$ cat src/rtl/fetch_unit_pkg.sv
// Shared constants for the YASAC fetch stage: opcode field position, HALT opcode, FSM states.
package fetch_unit_pkg;

  localparam int unsigned OPC_MSB = 15;
  localparam int unsigned OPC_LSB = 11;
  localparam logic [4:0]  HALT_OPC = 5'b11111;

  typedef enum logic {
    ST_FETCH = 1'b0,
    ST_HALT  = 1'b1
  } fetch_state_t;

endpackage

$ cat src/rtl/fetch_unit_pc_counter.sv
// 8-bit program counter: synchronous active-low reset to RESET_PC, load has priority over increment.
module pc_counter #(
  parameter logic [7:0] RESET_PC = 8'h00
) (
  input  logic       clk,
  input  logic       reset_n,
  input  logic       ld,
  input  logic [7:0] ld_val,
  input  logic       inc,
  output logic [7:0] pc
);

  always_ff @(posedge clk) begin
    if (!reset_n)
      pc <= RESET_PC;
    else if (ld)
      pc <= ld_val;
    else if (inc)
      pc <= pc + 8'd1;
  end

endmodule

$ cat src/rtl/fetch_unit.sv
// YASAC instruction fetch stage: PC, instruction register with valid/ready, branch flush.
// Halt detection and the HALT state exist only when FETCH_HALT_EN is defined.
module fetch_unit
  import fetch_unit_pkg::*;
#(
  parameter logic [7:0] RESET_PC    = 8'h00,
  parameter logic [4:0] HALT_OPCODE = HALT_OPC
) (
  input  logic        clk,
  input  logic        reset_n,
  output logic [7:0]  code_addr,
  input  logic [15:0] code_data,
  output logic [15:0] ir,
  output logic [7:0]  ir_pc,
  output logic        ir_valid,
  input  logic        ir_ready,
  input  logic        br_take,
  input  logic [7:0]  br_target,
  output logic        halted
);

  logic [7:0] pc;
  logic       load;
  logic       pc_ld;
  logic       pc_inc;
  logic       ir_ld;
  logic       ir_clr;

  assign load      = !ir_valid || ir_ready;
  assign code_addr = pc;

  pc_counter #(
    .RESET_PC (RESET_PC)
  ) u_pc (
    .clk     (clk),
    .reset_n (reset_n),
    .ld      (pc_ld),
    .ld_val  (br_target),
    .inc     (pc_inc),
    .pc      (pc)
  );

`ifdef FETCH_HALT_EN
  fetch_state_t state;
  fetch_state_t state_nx;

  always_ff @(posedge clk) begin
    if (!reset_n)
      state <= ST_FETCH;
    else
      state <= state_nx;
  end

  always_comb begin
    state_nx = state;
    pc_ld    = 1'b0;
    pc_inc   = 1'b0;
    ir_ld    = 1'b0;
    ir_clr   = 1'b0;
    case (state)
      ST_FETCH: begin
        if (br_take) begin
          pc_ld  = 1'b1;
          ir_clr = 1'b1;
        end else if (load) begin
          pc_inc = 1'b1;
          ir_ld  = 1'b1;
          if (code_data[OPC_MSB:OPC_LSB] == HALT_OPCODE)
            state_nx = ST_HALT;
        end
      end
      ST_HALT: begin
        // Branches are ignored; only let the decoder drain the halt word.
        if (ir_valid && ir_ready)
          ir_clr = 1'b1;
      end
      default: state_nx = ST_FETCH;
    endcase
  end

  assign halted = (state == ST_HALT);
`else
  always_comb begin
    pc_ld  = 1'b0;
    pc_inc = 1'b0;
    ir_ld  = 1'b0;
    ir_clr = 1'b0;
    if (br_take) begin
      pc_ld  = 1'b1;
      ir_clr = 1'b1;
    end else if (load) begin
      pc_inc = 1'b1;
      ir_ld  = 1'b1;
    end
  end

  assign halted = 1'b0;
`endif

  always_ff @(posedge clk) begin
    if (!reset_n) begin
      ir       <= '0;
      ir_pc    <= '0;
      ir_valid <= 1'b0;
    end else if (ir_ld) begin
      ir       <= code_data;
      ir_pc    <= pc;
      ir_valid <= 1'b1;
    end else if (ir_clr) begin
      ir_valid <= 1'b0;
    end
  end

endmodule

$ cat config.mk
export PLATFORM = sky130hd
export DESIGN_NAME = fetch_unit
export DESIGN_NICKNAME = d
export VERILOG_FILES = /design/src/rtl/fetch_unit_pkg.sv /design/src/rtl/fetch_unit_pc_counter.sv /design/src/rtl/fetch_unit.sv
export SDC_FILE = /design/constraint.sdc
export NUM_CORES = 1
export LEC_CHECK = 0
export BUFFER_PORTS_ARGS = -buffer_cell sky130_fd_sc_hd__buf_4
export CORE_MARGIN = 2
export CORE_UTILIZATION = 25
export DETAILED_ROUTE_END_ITERATION = 10
export HOLD_SLACK_MARGIN = 0.08
export PLACE_DENSITY = 0.52
export REMOVE_ABC_BUFFERS = 1
export SLEW_MARGIN = 20
export SYNTH_ARGS = -nofsm -noshare
export SYNTH_HDL_FRONTEND = slang
export SYNTH_SLANG_ARGS = --single-unit
$ cat constraint.sdc
create_clock -name clk -period 2.2 [get_ports clk]
set_input_delay 0.22 -clock clk [delete_from_list [all_inputs] [get_ports clk]]
set_output_delay 0.22 -clock clk [all_outputs]
set_load 0.05 [all_outputs]
# Word level (Yosys, flattened, before mapping)
# Index checks and enable logic that the tools add are counted.
# classes
n_mux	7
add_sub_neg	1
n_reduce_logical	3
# op_table
operator	n
2-to-1 mux 8 bit	2
adder 8 x 1 -> 8 bit, second input constant	1
2-to-1 mux 1 bit	5
nonzero test 2 bit	1
zero test 1 bit	1
logical OR 1 bit	1
# totals
out_inout_bits	34
register_bits	33
inputBits	28

# Logic depth before layout (Yosys ltp)
# Gate-level depths: netlist of the first run.
# logic_depth
ltp_word	6
mapped_depth	7
mapped_depth_nobuf	4

# Hierarchy
# A second synthesis of the first run with hierarchy kept.
# unflattened
cells_unflattened	164
hier_area_um2	1475.2
# modules_own_cells
module	n_inst	cells_each	area_each_um2
fetch_unit	1	109	1013.5
pc_counter	1	55	461.7

# Least setup slack after synthesis of the first run
# No wires, ideal clock.
# synth_timing
kind	register to register
startpoint	register u_pc.pc[2]
endpoint	register u_pc.pc[7]
period_less_slack_ns	1.666
arrival_time_ns	1.587
setup_time_ns	0.079
slack_ns	0.534
path_stages_with_launch	5
n_path_buf	0
cell_sequence	dfxtp_1 -> and4_1 -> nand4_1 -> or4_1 -> o211ai_1
# synth_between
elab_chain_cells	3
# synth_rtl
element	line_no	rtl
from (decl)	fetch_unit_pc_counter.sv:10	output logic [7:0] pc
from (signal assigned)	fetch_unit_pc_counter.sv:17	pc <= ld_val;
from (signal assigned)	fetch_unit_pc_counter.sv:19	pc <= pc + 8'd1;
adder 8 x 1 -> 8 bit	fetch_unit_pc_counter.sv:19	
2-to-1 mux 8 bit	fetch_unit_pc_counter.sv:18	else if (inc)
2-to-1 mux 8 bit	fetch_unit_pc_counter.sv:16	else if (ld)
# Every way passes these cells. The select of a mux whose other input is x is not followed.
# A chain may end at the register's enable or synchronous reset.

# Worst setup path after layout of the first run
# layout_timing
startpoint	register u_pc.pc[3]
endpoint	register u_pc.pc[7]
# Same word-level chain as after synthesis.

==> parameters.txt, run 1 <==
Parameter                              Value

Status
  Run status    completed

Layout
  Final cell area excluding filler cells    1870 sq um
  Final core utilization    36.7%
  Most frequent cells in the layout    sky130_fd_sc_hd__buf_4, sky130_fd_sc_hd__nand2_1, sky130_fd_sc_hd__dfxtp_1
  Fraction of final layout cells sized beyond drive strength 1    32.6%
  Nets    246
  Final non-filler cell total    288
  Diodes inserted    0
  Area added between synthesis and finish    42.5%
  Most common cell after layout, fill and taps aside    sky130_fd_sc_hd__buf_4

Clock network
  Buffers from clock root to sink, at most    2
  Number of H-tree levels    2
  Number of sinks handled by clock tree synthesis    33
  Total clock buffers created by CTS    5
  Post-CTS setup buffer count    0
  Clock latency at the later pin of the worst-skew pair    0.28 ns
  Clock tree root buffer cell    sky130_fd_sc_hd__clkbuf_8
  CTS Hold Buffers Added    0
  Clock input transition at the sequential cells of the worst setup and hold paths    0.06 ns
  Count of instances resized after the clock tree is built    0
  CTS tree    built

STA
  Final count of negative-setup-slack endpoints    0
  Sum of negative setup slack    0 ns
  F_max    719 MHz
  Setup repair after global routing missed its margin    no
  Ratio of final minimum period to clock period    63.2%
  Final critical path time including I/O delays and setup    1.39 ns
  Worst Clk Skew    0.00196 ns
  Final Hold Fails    0
  Number of max-slew violations in the final report    0

Placed design
  Placed Cells incl. Taps    280
  # port buffers    60
  Final weighted congestion in routability-driven placement    0.781
  HPWL Detailed    2200 um
  Dpl cell area    1790 sq um

Power and ir drop
  Static leakage    0.000822 uW
  Worst vdd rail ir drop    0.000289 V
  Combinational share of power    22.2%
  Power share of the sequential group    47.2%
  Sw Share    31.3%
  Overall power consumption    1410 uW
  Net switching power figure    440 uW
  Power density over cell area    750 nW/um^2
  Clock network power share    30.6%
  Internal cell power    966 uW

Die
  Total I/O pin count    62
  Area of the die    5860 sq um
  Area of the core region    5110 sq um
  Die X-Extent    76.5 um
  Die span in y    76.5 um
  Standard-cell rows    26
  Effective utilization at floorplan    25.7%

Global routing
  Overflow after GRT    0
  Antenna violations before repair    0
  Maximum number of pins on one net before global-route repair    30
  Global-route wire length before repair    5580 um
  Total GRT Usage    11.9%
  Via count of the first global-routing pass    1187

Worst setup path
  Crit path launch type    register
  Worst setup EP type    register
  Class of the most critical setup path    register to register
  Arrival @ worst endpoint    1.60 ns
  Critical-path maximum fanout    6
  Data required time of the critical path    2.40 ns

Logic synthesis
  Ranking of synthesized cells by area    sky130_fd_sc_hd__dfxtp_1, sky130_fd_sc_hd__nand2_1, sky130_fd_sc_hd__a21oi_1
  Adder-cell share of the synthesized area    0.951%
  Unique masters post-synth    27
  Avg Cell Area, Syn    8.27 sq um
  Synth Area in Compound Gates    13.7%
  Proportion of synthesized area in mux cells    2.38%
  Area share of the largest cell type after synthesis    50.2%
  Sequential area share after synthesis    50.2%
  Post-synthesis instance area    1320 sq um
  Simple-Gate Fraction of Synth Area    21.7%
  Library cell with the largest summed area after synthesis    sky130_fd_sc_hd__dfxtp_1
  Synth Warn #    0
  #FFs+latches synth    33
  Fraction of synthesized cell area in xor and xnor cells    4.00%
  Post-Synthesis Cells    159
  Combinational family with the most area after synthesis    simple AND/OR/NAND/NOR gates

Drt
  Post-route DRC    0
  Post-DR wirelength/cell    11.3 um
  Initial DRC count    43
  Total Routed Length    3250 um
  Vias per inst    4.27
  Via count of the routed design    1230
  Number of nets still failing antenna checks after routing    0
  Detailed-router iteration count before antenna repair    4

Worst hold path
  Path type of the worst min-delay path    primary input to register

Run
  Max-cap violation count    0
## registers in the layout, summed over array words and instances, names as in the netlist
register	count
ir	16
ir_pc	8
ir_valid	1
u_pc.pc	8
## cell type report
class,count,area [sq um]
repair buffers,63,473
clock buffers,8,80.1
multi-input cells,112,566
well taps,70,87.6
fillers,551,3230
inverters,2,7.51
flip-flops and latches,33,661
## worst max-delay path, cell delays in order (launching register included)
cell and delay [ns]:
sky130_fd_sc_hd__dfxtp_1 0.44, sky130_fd_sc_hd__and4_1 0.25, sky130_fd_sc_hd__nand4_1 0.12, sky130_fd_sc_hd__or4_1 0.42, sky130_fd_sc_hd__o211ai_1 0.09
## power by group through the flow
stage,clock network (uW),logic (uW),registers [uW]
after detailed placement,0,316,677
after CTS,454,316,664
final,430,313,663
after floorplan,0,73.8,794
after global routing,480,336,669
after global placement,0,314,677
## kinds of logic (layout without fill, tap and decap cells)
group	count (synthesis)	count (layout)
AOI/OAI and AO/OA	35	35
xor gates and xnor gates	6	6
other	1	1
and+or+nand+nor	66	66
DFF	33	33
buffers and inverters	14	73
adders and majority gates	1	1
muxes	3	3
## path summary, 6_finish.rpt
check | startpoint | end | slack [ns] | cells after the start
max reg2reg | u_pc.pc[3] | u_pc.pc[7] | 0.81 | 4
min reg2reg | ir[7] | ir[7] | 0.45 | 2
min | br_take | ir_valid | 0.15 | 2
max | u_pc.pc[3] | u_pc.pc[7] | 0.81 | 4
## per-stage QoR
step / hold slack [ns] / setup WS [ns]
2_1_floorplan: 0.292 / 0.462
3_3_place_gp: 0.444 / 0.785
3_5_place_dp: 0.444 / 0.763
4_1_cts: 0.148 / 0.796
5_1_grt: 0.158 / 0.659
6_report: 0.154 / 0.809
## Yosys cell counts
master                           count
sky130_fd_sc_hd__a211oi_1            1
sky130_fd_sc_hd__a21oi_1            29
sky130_fd_sc_hd__and2_1              1
sky130_fd_sc_hd__and3_2              1
sky130_fd_sc_hd__and4_1              1
sky130_fd_sc_hd__buf_2               4
sky130_fd_sc_hd__buf_4               2
sky130_fd_sc_hd__buf_6               2
sky130_fd_sc_hd__clkbuf_1            3
sky130_fd_sc_hd__conb_1              1
sky130_fd_sc_hd__dfxtp_1            33
sky130_fd_sc_hd__dlymetal6s2s_1      1
sky130_fd_sc_hd__ha_1                1
sky130_fd_sc_hd__inv_1               2
sky130_fd_sc_hd__mux2_2              1
sky130_fd_sc_hd__mux2i_1             2
sky130_fd_sc_hd__nand2_1            49
sky130_fd_sc_hd__nand2_2             1
sky130_fd_sc_hd__nand2b_1            1
sky130_fd_sc_hd__nand3_1             1
sky130_fd_sc_hd__nand4_1             5
sky130_fd_sc_hd__nor2_1              4
sky130_fd_sc_hd__nor3b_1             1
sky130_fd_sc_hd__o211ai_1            1
sky130_fd_sc_hd__o21ai_0             4
sky130_fd_sc_hd__or4_1               1
sky130_fd_sc_hd__xor2_1              6
## per-layer routing
| metal | track usage [%] | up-vias | wire length, um |
|---|---|---|---|
| met5 | 0 | - | 0 |
| met4 | 4.36 | 0 | 48 |
| met3 | 4.62 | 5 | 212 |
| met2 | 18.2 | 46 | 1410 |
| met1 | 15.3 | 541 | 1580 |
| li1 | - | 638 | - |
(Power assumes the default switching activity.)
==> run 2, diff against run 1 <==
ABC_AREA = 1   (was not set)
PLACE_DENSITY = 0.53   (was 0.52)
clock period = 1.1 ns   (was 2.2 ns; I/O delays follow)
==> run 2 against run 1 <==
Final cell count is 20% higher. Maximum frequency is 27% higher. Critical path depth increased by 3. Synthesized cell count increased by 16%. Die area is 5.9% higher. Via count increased by 22%. Final area rose by 20%. First-iteration DRC count increased by 12%. Largest power group unchanged.
==> parameters.txt, run 2 <==
Parameter                              Value

Global routing
  Antenna violations before repair    0
  Maximum number of pins on one net before global-route repair    36
  Overflow after GRT    0
  Total GRT Usage    13.1%
  Via count of the first global-routing pass    1327
  Global-route wire length before repair    6260 um

Clock network
  Post-CTS setup buffer count    0
  Number of H-tree levels    2
  Number of sinks handled by clock tree synthesis    33
  Clock input transition at the sequential cells of the worst setup and hold paths    0.06 ns
  Clock latency at the later pin of the worst-skew pair    0.29 ns
  CTS tree    built
  Clock tree root buffer cell    sky130_fd_sc_hd__clkbuf_8
  Total clock buffers created by CTS    5
  Buffers from clock root to sink, at most    2

STA
  Final count of negative-setup-slack endpoints    0
  Number of max-slew violations in the final report    0
  Hold_ws    0.0831 ns
  Setup repair after global routing missed its margin    yes
  Worst Clk Skew    0.00568 ns
  Final critical path time including I/O delays and setup    1.09 ns
  Ratio of final minimum period to clock period    99.3%
  Final Hold Fails    0
  F_max    915 MHz

Drt
  Initial DRC count    48
  Vias per inst    4.35
  Number of nets still failing antenna checks after routing    0
  Via count of the routed design    1502
  Total Routed Length    3980 um
  Detailed-router iteration count before antenna repair    6
  Post-route DRC    0
  Post-DR wirelength/cell    11.5 um

Die
  Die span in y    78.7 um
  Standard-cell rows    27
  Effective utilization at floorplan    25.7%
  Area of the core region    5440 sq um
  Die X-Extent    78.7 um
  Area of the die    6200 sq um
  Total I/O pin count    62

Logic synthesis
  Synth Warn #    0
  Ranking of synthesized cells by area    sky130_fd_sc_hd__dfxtp_1, sky130_fd_sc_hd__nor2_1, sky130_fd_sc_hd__o21ai_0
  Sequential area share after synthesis    47.3%
  Adder-cell share of the synthesized area    0.896%
  Avg Cell Area, Syn    7.59 sq um
  Library cell with the highest instance count after synthesis    sky130_fd_sc_hd__nor2_1
  Proportion of synthesized area in mux cells    0%
  Synth Area in Compound Gates    16.8%
  Post-synthesis instance area    1400 sq um
  #FFs+latches synth    33
  Most frequent cells after synthesis    sky130_fd_sc_hd__nor2_1, sky130_fd_sc_hd__dfxtp_1, sky130_fd_sc_hd__nand2_1, sky130_fd_sc_hd__o21ai_0, sky130_fd_sc_hd__a21oi_1
  Count of flip-flops with a built-in enable after synthesis    0
  Combinational family with the most area after synthesis    simple AND/OR/NAND/NOR gates
  Fraction of synthesized cell area in xor and xnor cells    0%
  Area share of the largest cell type after synthesis    47.3%
  Fraction of registers with async set or reset after synthesis    0%
  Unique masters post-synth    25
  Post-Synthesis Cells    184
  Library cell with the largest summed area after synthesis    sky130_fd_sc_hd__dfxtp_1
  Most used DFF post-synth    sky130_fd_sc_hd__dfxtp_1
  Simple-Gate Fraction of Synth Area    25.5%

Worst setup path
  Crit path launch type    register
  Arrival @ worst endpoint    1.31 ns
  Data required time of the critical path    1.31 ns
  Depth of the most critical reg-to-reg path    7
  FF-to-FF Start    u_pc.pc[0]
  Worst setup EP type    register
  Reg2reg setup slack    0.007 ns
  Worst R2R End    u_pc.pc[4]
  Critical-path maximum fanout    5
  Class of the most critical setup path    register to register

Layout
  Reg with most FFs    ir
  Diodes inserted    0
  Nets    302
  Filler instances    565
  Area added between synthesis and finish    61.6%
  Most frequent cells in the layout    sky130_fd_sc_hd__buf_4, sky130_fd_sc_hd__nor2_1, sky130_fd_sc_hd__dfxtp_1
  Fraction of final layout cells sized beyond drive strength 1    34.8%
  Flip-flop count of the largest register, all copies and words added    16
  Most common cell after layout, fill and taps aside    sky130_fd_sc_hd__buf_4
  Largest registers    ir: 16 flops, ir_pc: 8 flops, u_pc.pc: 8 flops

Run
  Max-cap violation count    0

Worst hold path
  Hold Crit Start    code_data[0]
  Hold Path Stages    3
  Path type of the worst min-delay path    primary input to register
  Hold path endpoint    ir[0]

Status
  Run status    completed

Power and ir drop
  Combinational share of power    27.5%
  Power share of the sequential group    43.0%
  Clock network power share    29.6%
  Internal cell power    2100 uW
  Worst vdd rail ir drop    0.000485 V
  Sw Share    32.4%
  Static leakage    0.00104 uW
  Power density over cell area    1380 nW/um^2
  Net switching power figure    1010 uW
  Overall power consumption    3110 uW

Placed design
  HPWL Detailed    2600 um
  # port buffers    60
  Final weighted congestion in routability-driven placement    0.756
## run 2: changes by cell type after synthesis, sizes merged, moves of 6 or more
cell   previous run  this run
nand3             1        10
inv               2        11
o21ai             4        24
xor2              6         0
a21oi            29        12
nand2            50        26
nor2              4        47
## run 2: power by group through the flow
stage	logic [uW]	registers (uW)	clock network [uW]
2_1_floorplan	175	1660	0
3_3_place_gp	786	1360	0
3_5_place_dp	788	1360	0
4_1_cts	835	1330	959
5_1_grt	917	1350	1020
6_report	854	1330	918
## run 2: worst max-delay path, stage by stage (launching register included)
cell                      delay, ns
sky130_fd_sc_hd__dfxtp_2       0.36
sky130_fd_sc_hd__ha_1          0.18
sky130_fd_sc_hd__nand2_1       0.09
sky130_fd_sc_hd__inv_1         0.10
sky130_fd_sc_hd__nand3_1       0.07
sky130_fd_sc_hd__nand2_1       0.06
sky130_fd_sc_hd__nand2_1       0.04
sky130_fd_sc_hd__a21oi_1       0.12
## run 2: repair_timing
item / 4_1_cts / 5_1_grt
setup endpoints to repair: 5 / 32
hold buffers: 16 / 0
gates cloned: 0 / 1
gates resized for setup: 3 / 16
hold endpoints to repair: 16 / 0
## run 2: area by class of cell
class | instances | area (sq um) | share of cell area [%]
multi-input combinational | 130 | 619 | 27.4
inverter | 12 | 57.6 | 2.55
sequential | 33 | 664 | 29.4
timing repair inverter | 1 | 8.76 | 0.388
timing repair buffer | 90 | 731 | 32.4
tap | 72 | 90.1 | 3.99
clock buffer | 7 | 86.3 | 3.82
## run 2: per-layer routing
layer	global-route usage (%)	part of all wire (%)	up-vias
met2	20.1	43	56
met3	3.41	6.7	7
met4	6.84	2.1	0
met1	16.9	48	667
met5	0	0	-
li1	-	-	772
## run 2: metrics by stage
stage | instances | TNS, ns | setup WS (ns) | instance area [sq um] | util, %
finish | 345 | 0 | 0.00738 | 2260 | 41.5
global route | 345 | -0.568 | -0.0548 | 2260 | 41.5
CTS | 344 | 0 | 0.00590 | 2220 | 40.8
detailed placement | 321 | -0.0562 | -0.0326 | 1970 | 36.2
global placement | 321 | 0 | 0.0169 | 1970 | 36.2
floorplan | 175 | -11.43 | -0.418 | 1320 | -
## run 2: worst max path at each step
stage / start / end / slack (ns) / cells after the start
floorplan: ir_valid / ir_pc[0] / -0.42 / 5
global placement: u_pc.pc[0] / u_pc.pc[4] / 0.02 / 7
detailed placement: u_pc.pc[0] / u_pc.pc[6] / -0.03 / 7
CTS: u_pc.pc[0] / u_pc.pc[6] / 0.006 / 7
global route: ir_valid / ir_pc[2] / -0.05 / 5
finish: u_pc.pc[0] / u_pc.pc[4] / 0.007 / 7
## run 2: cells by family after synthesis
| kind of cell | after synthesis |
|---|---|
| other | 1 |
| DFF | 33 |
| AOI/OAI and AO/OA | 43 |
| and+or+nand+nor | 85 |
| adders and majority gates | 1 |
| buffers and inverters | 21 |
==> run 3, diff against run 2 <==
ABC_AREA = 0   (was 1)
PLACE_DENSITY = 0.54   (was 0.53)
==> run 3 against run 2 <==
The flow now finishes with violations (setup timing). Utilization rose by 4.5 points. Setup slack got worse by 0.14 ns. Critical path depth fell by 3. Wire length fell by 5.9%. Final area rose by 4.0%. Combinational power fell by 3.6%. Highest routed layer unchanged.
==> parameters.txt, run 3 (synthesized netlist as in run 1, its figures left out) <==
Parameter                              Value

Worst setup path
  Data required time of the critical path    1.31 ns
  Delay of the slowest critical-path stage    0.40 ns
  Slowest stage cell, crit path    sky130_fd_sc_hd__or4_1
  Crit path launch type    register
  Worst path cell trace    and4_4 > nand4_1 > or4_1 > o211ai_1
  Class of the most critical setup path    register to register
  Worst setup EP type    register
  Critical-path maximum fanout    2
  Arrival @ worst endpoint    1.44 ns

Worst hold path
  Path type of the worst min-delay path    primary input to register

Layout
  Most frequent cells in the layout    sky130_fd_sc_hd__buf_4, sky130_fd_sc_hd__nand2_1, sky130_fd_sc_hd__a21oi_1
  Multi-input gate area in the final layout    607 sq um
  Sequential Area    673 sq um
  Nets    285
  Diodes inserted    0
  Most common cell after layout, fill and taps aside    sky130_fd_sc_hd__buf_4
  Area added between synthesis and finish    78.6%
  Fraction of final layout cells sized beyond drive strength 1    41.6%
  Filler instances    527
  Reg with most FFs    ir
  Largest registers    ir: 16 flops, ir_pc: 8 flops, u_pc.pc: 8 flops
  Flip-flop count of the largest register, all copies and words added    16

Drt
  Total Routed Length    3740 um
  Vias per inst    4.20
  Via count of the routed design    1374
  Post-DR wirelength/cell    11.4 um
  Post-route DRC    0
  Detailed-router iteration count before antenna repair    4
  Initial DRC count    23
  Number of nets still failing antenna checks after routing    0

STA
  F_max    814 MHz
  Final Hold Fails    0
  Ratio of final minimum period to clock period    112%
  Setup repair after global routing missed its margin    yes
  Number of max-slew violations in the final report    0
  Least setup slack across all paths after layout    -0.129 ns
  Final critical path time including I/O delays and setup    1.23 ns
  Final count of negative-setup-slack endpoints    5
  Sum of negative setup slack    -0.195 ns
  Hold_ws    0.0927 ns
  Worst Clk Skew    0.00289 ns

Power and ir drop
  Worst vdd rail ir drop    0.000482 V
  Internal cell power    2190 uW
  Combinational share of power    26.3%
  Clock network power share    31.9%
  Power share of the sequential group    41.8%
  Static leakage    0.00105 uW
  Sw Share    30.2%
  Power density over cell area    1330 nW/um^2
  Net switching power figure    947 uW

Die
  Total I/O pin count    62
  Area of the die    5860 sq um
  Effective utilization at floorplan    25.7%
  Area of the core region    5110 sq um
  Die X-Extent    76.5 um
  Die span in y    76.5 um
  Standard-cell rows    26

Global routing
  Total GRT Usage    13.2%
  Maximum number of pins on one net before global-route repair    30
  Antenna violations before repair    0
  Global-route wire length before repair    6130 um
  Overflow after GRT    0
  Via count of the first global-routing pass    1282

Clock network
  CTS tree    built
  Number of sinks handled by clock tree synthesis    33
  Buffers from clock root to sink, at most    2
  Total clock buffers created by CTS    5
  Clock input transition at the sequential cells of the worst setup and hold paths    0.07 ns
  Clock latency at the later pin of the worst-skew pair    0.28 ns
  Clock tree root buffer cell    sky130_fd_sc_hd__clkbuf_8
  Number of H-tree levels    2

Run
  Max-cap violation count    0

Status
  Failing checks    setup timing
  Run status    complete, but fails checks

Placed design
  # port buffers    60
  Final weighted congestion in routability-driven placement    0.740
  HPWL Detailed    2340 um
==> run 3: changes by cell type in the layout (fill, tap and decap cells not counted), moves of 3 or more <==
cell	change
sky130_fd_sc_hd__nand3_1	-7
sky130_fd_sc_hd__o21ai_1	-8
sky130_fd_sc_hd__nand4_1	+3
sky130_fd_sc_hd__nor2_1	-42
sky130_fd_sc_hd__o21ai_0	-12
sky130_fd_sc_hd__inv_1	-6
sky130_fd_sc_hd__xor2_1	+6
sky130_fd_sc_hd__dfxtp_1	-3
sky130_fd_sc_hd__buf_6	+5
sky130_fd_sc_hd__a21oi_1	+18
sky130_fd_sc_hd__nand2_1	+24
==> run 3: through the flow <==
| stage | power [uW] | instance area (sq um) | util [%] | cells | setup WS, ns |
|---|---|---|---|---|---|
| 2_1_floorplan | 1740 | 1230 | - | 147 | -0.638 |
| 3_3_place_gp | 2050 | 1920 | 37.6 | 295 | -0.102 |
| 3_5_place_dp | 2050 | 1920 | 37.6 | 295 | -0.137 |
| 4_1_cts | 3150 | 2280 | 44.7 | 326 | -0.111 |
| 5_1_grt | 3310 | 2350 | 46.0 | 327 | -0.205 |
| 6_report | 3130 | 2350 | 46.0 | 327 | -0.129 |
==> run 3: routing by layer <==
metal / global-route usage, % / vias up / share of wire, %
met4: 5.64 / 0 / 1.5
met1: 16.6 / 612 / 47
met3: 3.67 / 8 / 5.4
met2: 21.1 / 40 / 46
li1: - / 714 / -
met5: 0 / - / 0
==> run 3: worst paths after layout <==
| path | slack [ns] | startpoint | to | depth (start not counted) |
|---|---|---|---|---|
| setup / recovery | -0.13 | u_pc.pc[2] | u_pc.pc[7] | 4 |
| hold / removal | 0.09 | code_data[1] | ir[1] | 3 |
| setup reg to reg | -0.13 | u_pc.pc[2] | u_pc.pc[7] | 4 |
| hold reg to reg | 0.45 | ir[0] | ir[0] | 2 |
==> run 3: repair_timing <==
| item | in CTS | in global routing |
|---|---|---|
| hold buffers | 18 | 0 |
| endpoints found under the hold margin | 18 | 0 |
| buffers inserted | 5 | 1 |
| endpoints found under the setup margin | 29 | 35 |
| resized for setup | 11 | 19 |
| pin swaps | 5 | 12 |
| cloned | 0 | 0 |
==> run 3: area by class of cell <==
class	instances	share of cell area, %
clock buffers	7	4.10
clock inverters	1	0.213
inverters	2	0.320
multi-input cells	112	25.8
flip-flops and latches	33	28.7
well taps	70	3.73
repair buffers	102	37.1
==> run 3: critical path, delay by kind of cell (launching register included) <==
kind            cells  cell delay, ns
compound gates      1            0.08
flops               1            0.33
simple gates        3            0.73
==> run 3: power by group through the flow <==
stage	combinational (uW)	clock (uW)	sequential (uW)
2_1_floorplan	148	0	1590
4_1_cts	796	1050	1310
3_5_place_dp	722	0	1330
6_report	823	1000	1310
3_3_place_gp	720	0	1330
5_1_grt	881	1110	1320
